--- config.mk ---
export PLATFORM = sky130hd
export DESIGN_NAME = button_frontend
export DESIGN_NICKNAME = d
export VERILOG_FILES = /design/src/rtl/button_frontend.sv
export SDC_FILE = /design/constraint.sdc
export NUM_CORES = 1
export LEC_CHECK = 0
export CAP_MARGIN = 15
export CELL_PAD_IN_SITES_DETAIL_PLACEMENT = 1
export CELL_PAD_IN_SITES_GLOBAL_PLACEMENT = 1
export CORE_ASPECT_RATIO = 0.75
export CORE_MARGIN = 2
export CORE_UTILIZATION = 53
export CTS_BUF_LIST = sky130_fd_sc_hd__clkbuf_4
export DETAILED_ROUTE_END_ITERATION = 12
export PLACE_DENSITY_LB_ADDON = 0.1
export SKIP_LAST_GASP = 1
export SYNTH_ARGS = -nofsm -noshare
export SYNTH_HDL_FRONTEND = slang
export SYNTH_SLANG_ARGS = --single-unit
--- constraint.sdc ---
create_clock -name clk -period 4.3 [get_ports clk]
set_input_delay 0.645 -clock clk [delete_from_list [all_inputs] [get_ports clk]]
set_output_delay 0.645 -clock clk [all_outputs]
set_load 0.02 [all_outputs]
--- src/rtl/button_frontend.sv ---
// rtl/button_frontend.sv - pushbutton/tilt synchroniser, debouncer and test-mode front end
//
// Purpose: synchronises and debounces five active-low pushbuttons and the tilt
// switch, then produces one-cycle command pulses, the tilt level, the test-mode
// level and the test-mode press count for the central FSM.
//
// Ports:
//   clk          system clock (only clock)
//   rst          synchronous active-high reset
//   raw_sleep_n  sleep button, active-low, asynchronous
//   raw_awake_n  awake button, active-low, asynchronous
//   raw_feed_n   feed button, active-low, asynchronous
//   raw_play_n   play button, active-low, asynchronous
//   raw_test_n   test button, active-low, asynchronous
//   raw_giro     tilt switch, active-high, asynchronous
//   botonSleep   one-cycle pulse per sleep press
//   botonAwake   one-cycle pulse per awake press
//   botonFeed    one-cycle pulse per feed press
//   botonPlay    one-cycle pulse per play press
//   giro         debounced tilt level
//   botonTest    high while test mode is active
//   BpulseTest   test-mode press count, 0..9
module button_frontend #(
    parameter int DEBOUNCE_CYCLES   = 500000,
    parameter int LONG_PRESS_CYCLES = 250000000
) (
    input  logic       clk,
    input  logic       rst,
    input  logic       raw_sleep_n,
    input  logic       raw_awake_n,
    input  logic       raw_feed_n,
    input  logic       raw_play_n,
    input  logic       raw_test_n,
    input  logic       raw_giro,
    output logic       botonSleep,
    output logic       botonAwake,
    output logic       botonFeed,
    output logic       botonPlay,
    output logic       giro,
    output logic       botonTest,
    output logic [3:0] BpulseTest
);

    localparam int DB_W = $clog2(DEBOUNCE_CYCLES + 1);
    localparam int LP_W = $clog2(LONG_PRESS_CYCLES + 1);
    localparam logic [DB_W-1:0] DB_LAST = DB_W'(DEBOUNCE_CYCLES - 1);
    localparam logic [LP_W-1:0] LP_LAST = LP_W'(LONG_PRESS_CYCLES - 1);

    localparam logic [0:0] ST_NORMAL = 1'b0;
    localparam logic [0:0] ST_TEST   = 1'b1;

    // Channel order: 0 sleep, 1 awake, 2 feed, 3 play, 4 test, 5 tilt.
    // Idle raw level per channel; XOR with it turns raw pins into "pressed" = 1.
    localparam logic [5:0] RAW_IDLE = 6'b011111;
    localparam int CH_TEST = 4;
    localparam int CH_GIRO = 5;

    logic [5:0]      raw_vec;
    logic [5:0]      sync1_q, sync2_q;
    logic [5:0]      pressed;
    logic [5:0]      db_q, db_d;
    logic [DB_W-1:0] db_cnt_q [6];
    logic [DB_W-1:0] db_cnt_d [6];
    logic [4:0]      db_prev_q;
    logic [3:0]      pulse_q;
    logic            giro_q;

    logic [0:0]      state_q, state_d;
    logic [LP_W-1:0] hold_q, hold_d;
    logic            long_done_q, long_done_d;
    logic [3:0]      count_q, count_d;
    logic            test_fall;
    logic            test_active;

    assign raw_vec = {raw_giro, raw_test_n, raw_play_n, raw_feed_n, raw_awake_n, raw_sleep_n};
    assign pressed = sync2_q ^ RAW_IDLE;

    // A channel's level only moves after DEBOUNCE_CYCLES consecutive samples
    // disagreeing with it; any agreeing sample restarts the qualification.
    always_comb begin
        db_d = db_q;
        for (int c = 0; c < 6; c++) begin
            db_cnt_d[c] = '0;
            if (pressed[c] != db_q[c]) begin
                if (db_cnt_q[c] == DB_LAST) begin
                    db_d[c] = pressed[c];
                end else begin
                    db_cnt_d[c] = db_cnt_q[c] + DB_W'(1);
                end
            end
        end
    end

    assign test_fall   = db_prev_q[CH_TEST] & ~db_q[CH_TEST];
    assign test_active = (state_q == ST_TEST);

    // Hold counter saturates at the toggle point; long_done keeps the release
    // that ends a long press from also counting as a short press.
    always_comb begin
        state_d     = state_q;
        hold_d      = hold_q;
        long_done_d = long_done_q;
        count_d     = count_q;
        if (db_q[CH_TEST]) begin
            if (!long_done_q) begin
                if (hold_q == LP_LAST) begin
                    long_done_d = 1'b1;
                    if (state_q == ST_NORMAL) begin
                        state_d = ST_TEST;
                        count_d = '0;
                    end else begin
                        state_d = ST_NORMAL;
                    end
                end else begin
                    hold_d = hold_q + LP_W'(1);
                end
            end
        end else begin
            hold_d      = '0;
            long_done_d = 1'b0;
            if (test_fall && !long_done_q && test_active) begin
                count_d = (count_q == 4'd9) ? 4'd0 : count_q + 4'd1;
            end
        end
    end

    always_ff @(posedge clk) begin
        if (rst) begin
            sync1_q     <= RAW_IDLE;
            sync2_q     <= RAW_IDLE;
            db_q        <= '0;
            db_prev_q   <= '0;
            pulse_q     <= '0;
            giro_q      <= 1'b0;
            state_q     <= ST_NORMAL;
            hold_q      <= '0;
            long_done_q <= 1'b0;
            count_q     <= '0;
            for (int c = 0; c < 6; c++) begin
                db_cnt_q[c] <= '0;
            end
        end else begin
            sync1_q     <= raw_vec;
            sync2_q     <= sync1_q;
            db_q        <= db_d;
            db_prev_q   <= db_q[4:0];
            pulse_q     <= db_q[3:0] & ~db_prev_q[3:0];
            giro_q      <= db_q[CH_GIRO];
            state_q     <= state_d;
            hold_q      <= hold_d;
            long_done_q <= long_done_d;
            count_q     <= count_d;
            for (int c = 0; c < 6; c++) begin
                db_cnt_q[c] <= db_cnt_d[c];
            end
        end
    end

    // Command pulses are masked while in test mode, so presses there are lost.
    assign botonSleep = pulse_q[0] & ~test_active;
    assign botonAwake = pulse_q[1] & ~test_active;
    assign botonFeed  = pulse_q[2] & ~test_active;
    assign botonPlay  = pulse_q[3] & ~test_active;
    assign giro       = giro_q;
    assign botonTest  = test_active;
    assign BpulseTest = count_q;

endmodule

==> reports/summary.txt, run 1 <==
Bufs on Longest Clock Path = 2
TritonCTS clock tree = yes
drt pass-1 iters = 4
RSZ-0062 raised after global routing = no
setup tns final = 0 ns
global route overflow = 0
dominant synthesized flop cell = dfxtp_1
depth of the CTS H-tree = 4
Top delay family on crit path = buffers and inverters
Post-Syn Nets = 865
Tmin final = 2.51 ns
Area contributors post-synth = dfxtp_1, xor2_1, nor2_1
core area = 13700 sq um
clock slew at reported path FFs = 0.14 ns
yosys warns = 0
Final Skew = 0.0139 ns
Vias/cell = 5.57
GRT Total Usage = 23.2%
period utilisation layout = 58.4%
DR vias = 5851
first-pass GRT wire length = 28200 um
final setup fails = 0
hold buffer count at cts = 0
Synth top area share = 47.1%
headroom to the max-slew limit = 46.4%
setup bufs post-CTS = 0
post-CTS sizing = 0
Initial Utilization = 54.4%
WS Path Type = register to output port
Total Nets Final = 880
worst skew pair latency = 0.57 ns
Die ar. = 15100 sq um
Final Hold Viols = 0
CP Data Arrival Time = 1.87 ns
CTS root buf = clkbuf_4
endpoint class of the critical path = output port
synthesized cell area = 7470 sq um
Filler cells = 1594
WP buf/inv = 1
share of cells above drive strength 1 = 5.82%
sequential area share after synthesis = 47.1%
Slew @ Worst Pin = 0.798 ns
port bufs = 17
TritonCTS buffer count = 17
mean post-synth cell area = 8.81 sq um
antenna cells = 0
Yosys top cell by area = dfxtp_1
Slew Limit Fails = 0
status = complete, no violations
Layout Cells excl Fill = 1051
Syn-to-layout area delta = 8.34%
initial DRC count = 271
placed cells = 1019
TritonCTS Sinks = 176
gate count after technology mapping = 848
CP Cell Sequence = nor2b_1, clkdlybuf4s50_1
CP peak stage delay = 0.63 ns
Tightest Hold Check Type = register to register
hold_ws = 0.392 ns
CP Launch Type = register
largest net degree at the start of global routing = 39
maximum vdd ir drop = 0.251 mV
DRC = 0
die height = 107 um
Post-DP HPWL = 11500 um
Synth Register Bits = 176
Max-Cap Viols = 0
Site Rows = 37
fmax = 398 MHz
final WL = 16400 um
final RePlAce weighted congestion = 0.772
number of enable flip-flop cells after synthesis = 0
Crit path required time = 3.65 ns
vias in the first global route = 5861
antenna violations before repair = 0
CP max-delay cell = clkdlybuf4s50_1
Avg WL per Cell = 15.6 um
Leakage = 2.62 nW
final worst-path setup slack = 1.79 ns
Die X = 141 um
CP Max Fanout = 9
ys async rst share = 0%
post-synthesis cell type count = 47
Post-DRT Antenna Nets = 0
worst slack, placed = 1.88 ns
P per Cell Area = 335 nW/um^2
I/O pins = 18
## metrics by stage
step | cell area (sq um) | power (mW) | utilization (%)
floorplan | 7470 | 1.70 | -
global placement | 7780 | 1.72 | 56.6
detailed placement | 7780 | 1.72 | 56.6
CTS | 8100 | 2.75 | 58.9
global route | 8100 | 2.83 | 58.9
finish | 8100 | 2.72 | 58.9
## power breakdown
part,total [mW],internal (mW),switching (mW)
clock network,1.03,0.458,0.573
registers,1.65,1.64,0.00679
logic,0.0382,0.0166,0.0216
total,2.72,2.11,0.601
## cell type report
| class | count | area (sq um) | share of cell area (%) |
|---|---|---|---|
| tap | 175 | 219 | 2.70 |
| inverter | 18 | 67.6 | 0.834 |
| sequential | 176 | 3520 | 43.5 |
| timing repair buffer | 19 | 185 | 2.29 |
| multi-input combinational | 631 | 3780 | 46.7 |
| clock inverter | 15 | 193 | 2.38 |
| clock buffer | 17 | 128 | 1.58 |
## kinds of logic (layout without fill, tap and decap cells)
family / Yosys count / count (layout) / share of synthesized area (%)
DFF: 176 / 176 / 47.1
and+or+nand+nor: 456 / 456 / 31.1
muxes: 3 / 3 / 0.402
AOI/OAI and AO/OA: 39 / 39 / 3.06
xor gates and xnor gates: 124 / 124 / 14.5
adders and majority gates: 9 / 9 / 1.51
buffers and inverters: 41 / 69 / 2.26
## cells in the final DEF (no fill, tap or decap), types with 7 or more instances in the layout
cell	count
and4_1	8
a21oi_1	13
nor2_1	168
clkbuf_4	17
inv_1	18
nor3_1	19
and3_1	20
nor4_1	11
o21ai_1	9
nand3_1	57
nor4b_1	7
or2_2	12
ha_1	9
nand4_1	38
or3_1	17
xor2_1	77
o21ai_0	8
nand2_1	52
clkdlybuf4s50_1	17
xnor2_1	47
nor2b_1	18
dfxtp_1	176
## cell usage after synthesis (4+ instances only)
cell / n
o21ai_0: 8
nand3_1: 57
clkbuf_1: 15
o21ai_1: 9
nand4_1: 38
ha_1: 9
nor4b_1: 7
nand2_1: 52
and4_1: 8
nor3_1: 19
a21oi_1: 13
and3_1: 20
dfxtp_1: 176
nor2b_1: 18
nor4_1: 11
or2_2: 12
xnor2_1: 47
or4_1: 4
nor2_1: 168
inv_1: 18
and2_1: 6
or3_1: 17
xor2_1: 77
## worst paths after layout
kind | startpoint | endpoint | slack (ns) | cells after the start
max | botonTest | botonFeed | 1.79 | 2
min reg2reg | db_prev_q[0] | pulse_q[0] | 0.39 | 1
min | db_prev_q[0] | pulse_q[0] | 0.39 | 1
max reg2reg | hold_q[0] | BpulseTest[3] | 1.93 | 6
## sequential cells by signal, indices dropped and copies added, names as in the netlist
name	flops
BpulseTest	4
botonTest	1
db_cnt_q	114
db_prev_q	5
db_q	6
giro	1
hold_q	28
long_done_q	1
pulse_q	4
sync1_q	6
sync2_q	6
## routing by layer
layer	vias to the layer above	share of wire (%)	global-route usage, %
li1	2907	-	-
met1	2862	48	29.4
met2	56	49	39.2
met3	26	2.3	4.02
met4	0	1.6	9.86
met5	-	0	0
## worst reg2reg max path, delay by kind of cell (launching register included)
kind	cells	cell delay (ns)
DFF	1	0.43
adders and majority gates	1	0.19
AOI/OAI and AO/OA	1	0.10
and+or+nand+nor	4	1.52
(Power assumes the default switching activity.)
==> inputs of run 2 (changes only) <==
--- a/config.mk
+++ b/config.mk
@@ -10,7 +10,7 @@
 export CELL_PAD_IN_SITES_GLOBAL_PLACEMENT = 1
 export CORE_ASPECT_RATIO = 0.75
 export CORE_MARGIN = 2
-export CORE_UTILIZATION = 53
+export CORE_UTILIZATION = 45
 export CTS_BUF_LIST = sky130_fd_sc_hd__clkbuf_4
 export DETAILED_ROUTE_END_ITERATION = 12
 export PLACE_DENSITY_LB_ADDON = 0.1
==> constraint.sdc (replaced) <==
create_clock -name clk -period 2.3 [get_ports clk]
set_input_delay 0.345 -clock clk [delete_from_list [all_inputs] [get_ports clk]]
set_output_delay 0.345 -clock clk [all_outputs]
set_load 0.02 [all_outputs]
==> run 2 against run 1 <==
Via count is 1.9% lower; worst setup slack got worse by 1.7 ns; global-route usage is 4.2 points lower; core utilization decreased by 7.9 points; routed wire length down 2.5%; combinational power increased by 100%; cell area grew 1.5%; first-iteration DRC count fell by 17%; clock power grew 79%.
==> reports/summary.txt, run 2 (synthesis gave the netlist of run 1 again) <==
status = complete, no violations
reg2reg start = hold_q[5]
port bufs = 17
Syn-to-layout area delta = 9.94%
Tmin final = 2.20 ns
P per Cell Area = 608 nW/um^2
Site Rows = 40
GRT Total Usage = 19.0%
Biggest register = db_cnt_q
setup tns final = 0 ns
Die X = 153 um
Tightest Hold Check Type = input port to register
CP Launch Type = register
Final Total Pwr = 5.00 mW
Post-DRT Antenna Nets = 0
Max-Cap Viols = 0
FF+latch area = 3520 sq um
clock slew at reported path FFs = 0.13 ns
period utilisation layout = 95.8%
antenna violations before repair = 0
maximum vdd ir drop = 0.284 mV
CP peak stage delay = 0.68 ns
Crit path required time = 1.96 ns
Total Nets Final = 890
final WL = 16000 um
depth of the CTS H-tree = 4
global route overflow = 0
Top delay family on crit path = buffers and inverters
endpoint class of the critical path = output port
multi-input logic area = 3790 sq um
Filler cells = 1915
drt pass-1 iters = 6
max reg flops = 114
Post-DP HPWL = 11600 um
Slew Limit Fails = 0
Slew @ Worst Pin = 0.695 ns
most frequent cells in the layout = dfxtp_1, nor2_1, xor2_1, nand3_1, nand2_1
die height = 116 um
DRC = 0
CTS root buf = clkbuf_4
CP Cell Sequence = clkdlybuf4s50_1
fmax = 454 MHz
worst slack, placed = 0.0496 ns
TritonCTS buffer count = 17
TritonCTS clock tree = yes
Critical Path Start = botonTest
CP Data Arrival Time = 1.86 ns
share of cells above drive strength 1 = 7.00%
largest net degree at the start of global routing = 34
commonest non-fill, non-tap cell in the layout = dfxtp_1
vias in the first global route = 5799
Bufs on Longest Clock Path = 2
Final Skew = 0.0176 ns
worst skew pair latency = 0.59 ns
first-pass GRT wire length = 27500 um
Util after Layout = 51.0%
Regs by FF count = db_cnt_q (114), hold_q (28)
RSZ-0062 raised after global routing = yes
Vias/cell = 5.24
final RePlAce weighted congestion = 0.805
antenna cells = 0
Avg WL per Cell = 14.6 um
final worst-path setup slack = 0.0971 ns
Initial Utilization = 46.4%
initial DRC count = 226
Die ar. = 17700 sq um
hold_sp = raw_play_n
Final Hold Viols = 0
CP max-delay cell = clkdlybuf4s50_1
WP buf/inv = 1
Leakage = 2.70 nW
CP Max Fanout = 9
core area = 16100 sq um
headroom to the max-slew limit = 53.3%
WS Path Type = register to output port
TritonCTS Sinks = 176
final setup fails = 0
DR vias = 5742
I/O pins = 18
run 2: cell types whose count changed in the layout (fill, tap and decap cells not counted), sizes merged:
cell	delta
bufinv	-1
inv	+2
buf	+10
clkbuf	+1
clkinvlp	-1
dlygate4sd2	+2
clkinv	-1
clkdlybuf4s50	-3
dlymetal6s2s	+1
run 2: final timing paths:
| check | slack (ns) | cells after the start | to |
|---|---|---|---|
| setup reg to reg | 0.14 | 5 | hold_q[27] |
| setup / recovery | 0.1 | 1 | botonTest |
| hold / removal | 0.32 | 2 | sync1_q[3] |
| hold reg to reg | 0.39 | 1 | pulse_q[3] |
run 2: per-layer routing:
metal / GRT usage [%] / share of wire, %
met1: 24.5 / 51
met2: 32.1 / 46
met3: 4.04 / 2.1
met4: 6.60 / 1.4
met5: 0 / 0
run 2: power by group:
part / internal [mW] / switching (mW)
combinational: 0.0357 / 0.0413
clock: 0.765 / 1.08
sequential: 3.06 / 0.0112
total: 3.87 / 1.13
run 2: cell type report:
| cell class | count | share of cell area [%] |
|---|---|---|
| inverters | 18 | 0.822 |
| clock inverters | 14 | 1.99 |
| clock buffers | 18 | 1.64 |
| flip-flops and latches | 176 | 42.9 |
| multi-input cells | 631 | 46.1 |
| repair buffers | 29 | 3.32 |
| well taps | 210 | 3.20 |
run 2: repair_timing:
action / CTS / global route
buffers inserted: 0 / 0
gates cloned: 0 / 0
gates resized for setup: 2 / 4
pin swaps: 0 / 1
endpoints found under the setup margin: 2 / 39
hold buffers: 0 / 0
run 2: stage by stage:
step / std cells / cell area, sq um / hold WS, ns
2_1_floorplan: 848 / 7470 / 0.367
3_3_place_gp: 1064 / 7910 / 0.373
3_5_place_dp: 1064 / 7910 / 0.377
4_1_cts: 1096 / 8200 / 0.280
5_1_grt: 1096 / 8220 / 0.275
6_report: 1096 / 8220 / 0.320
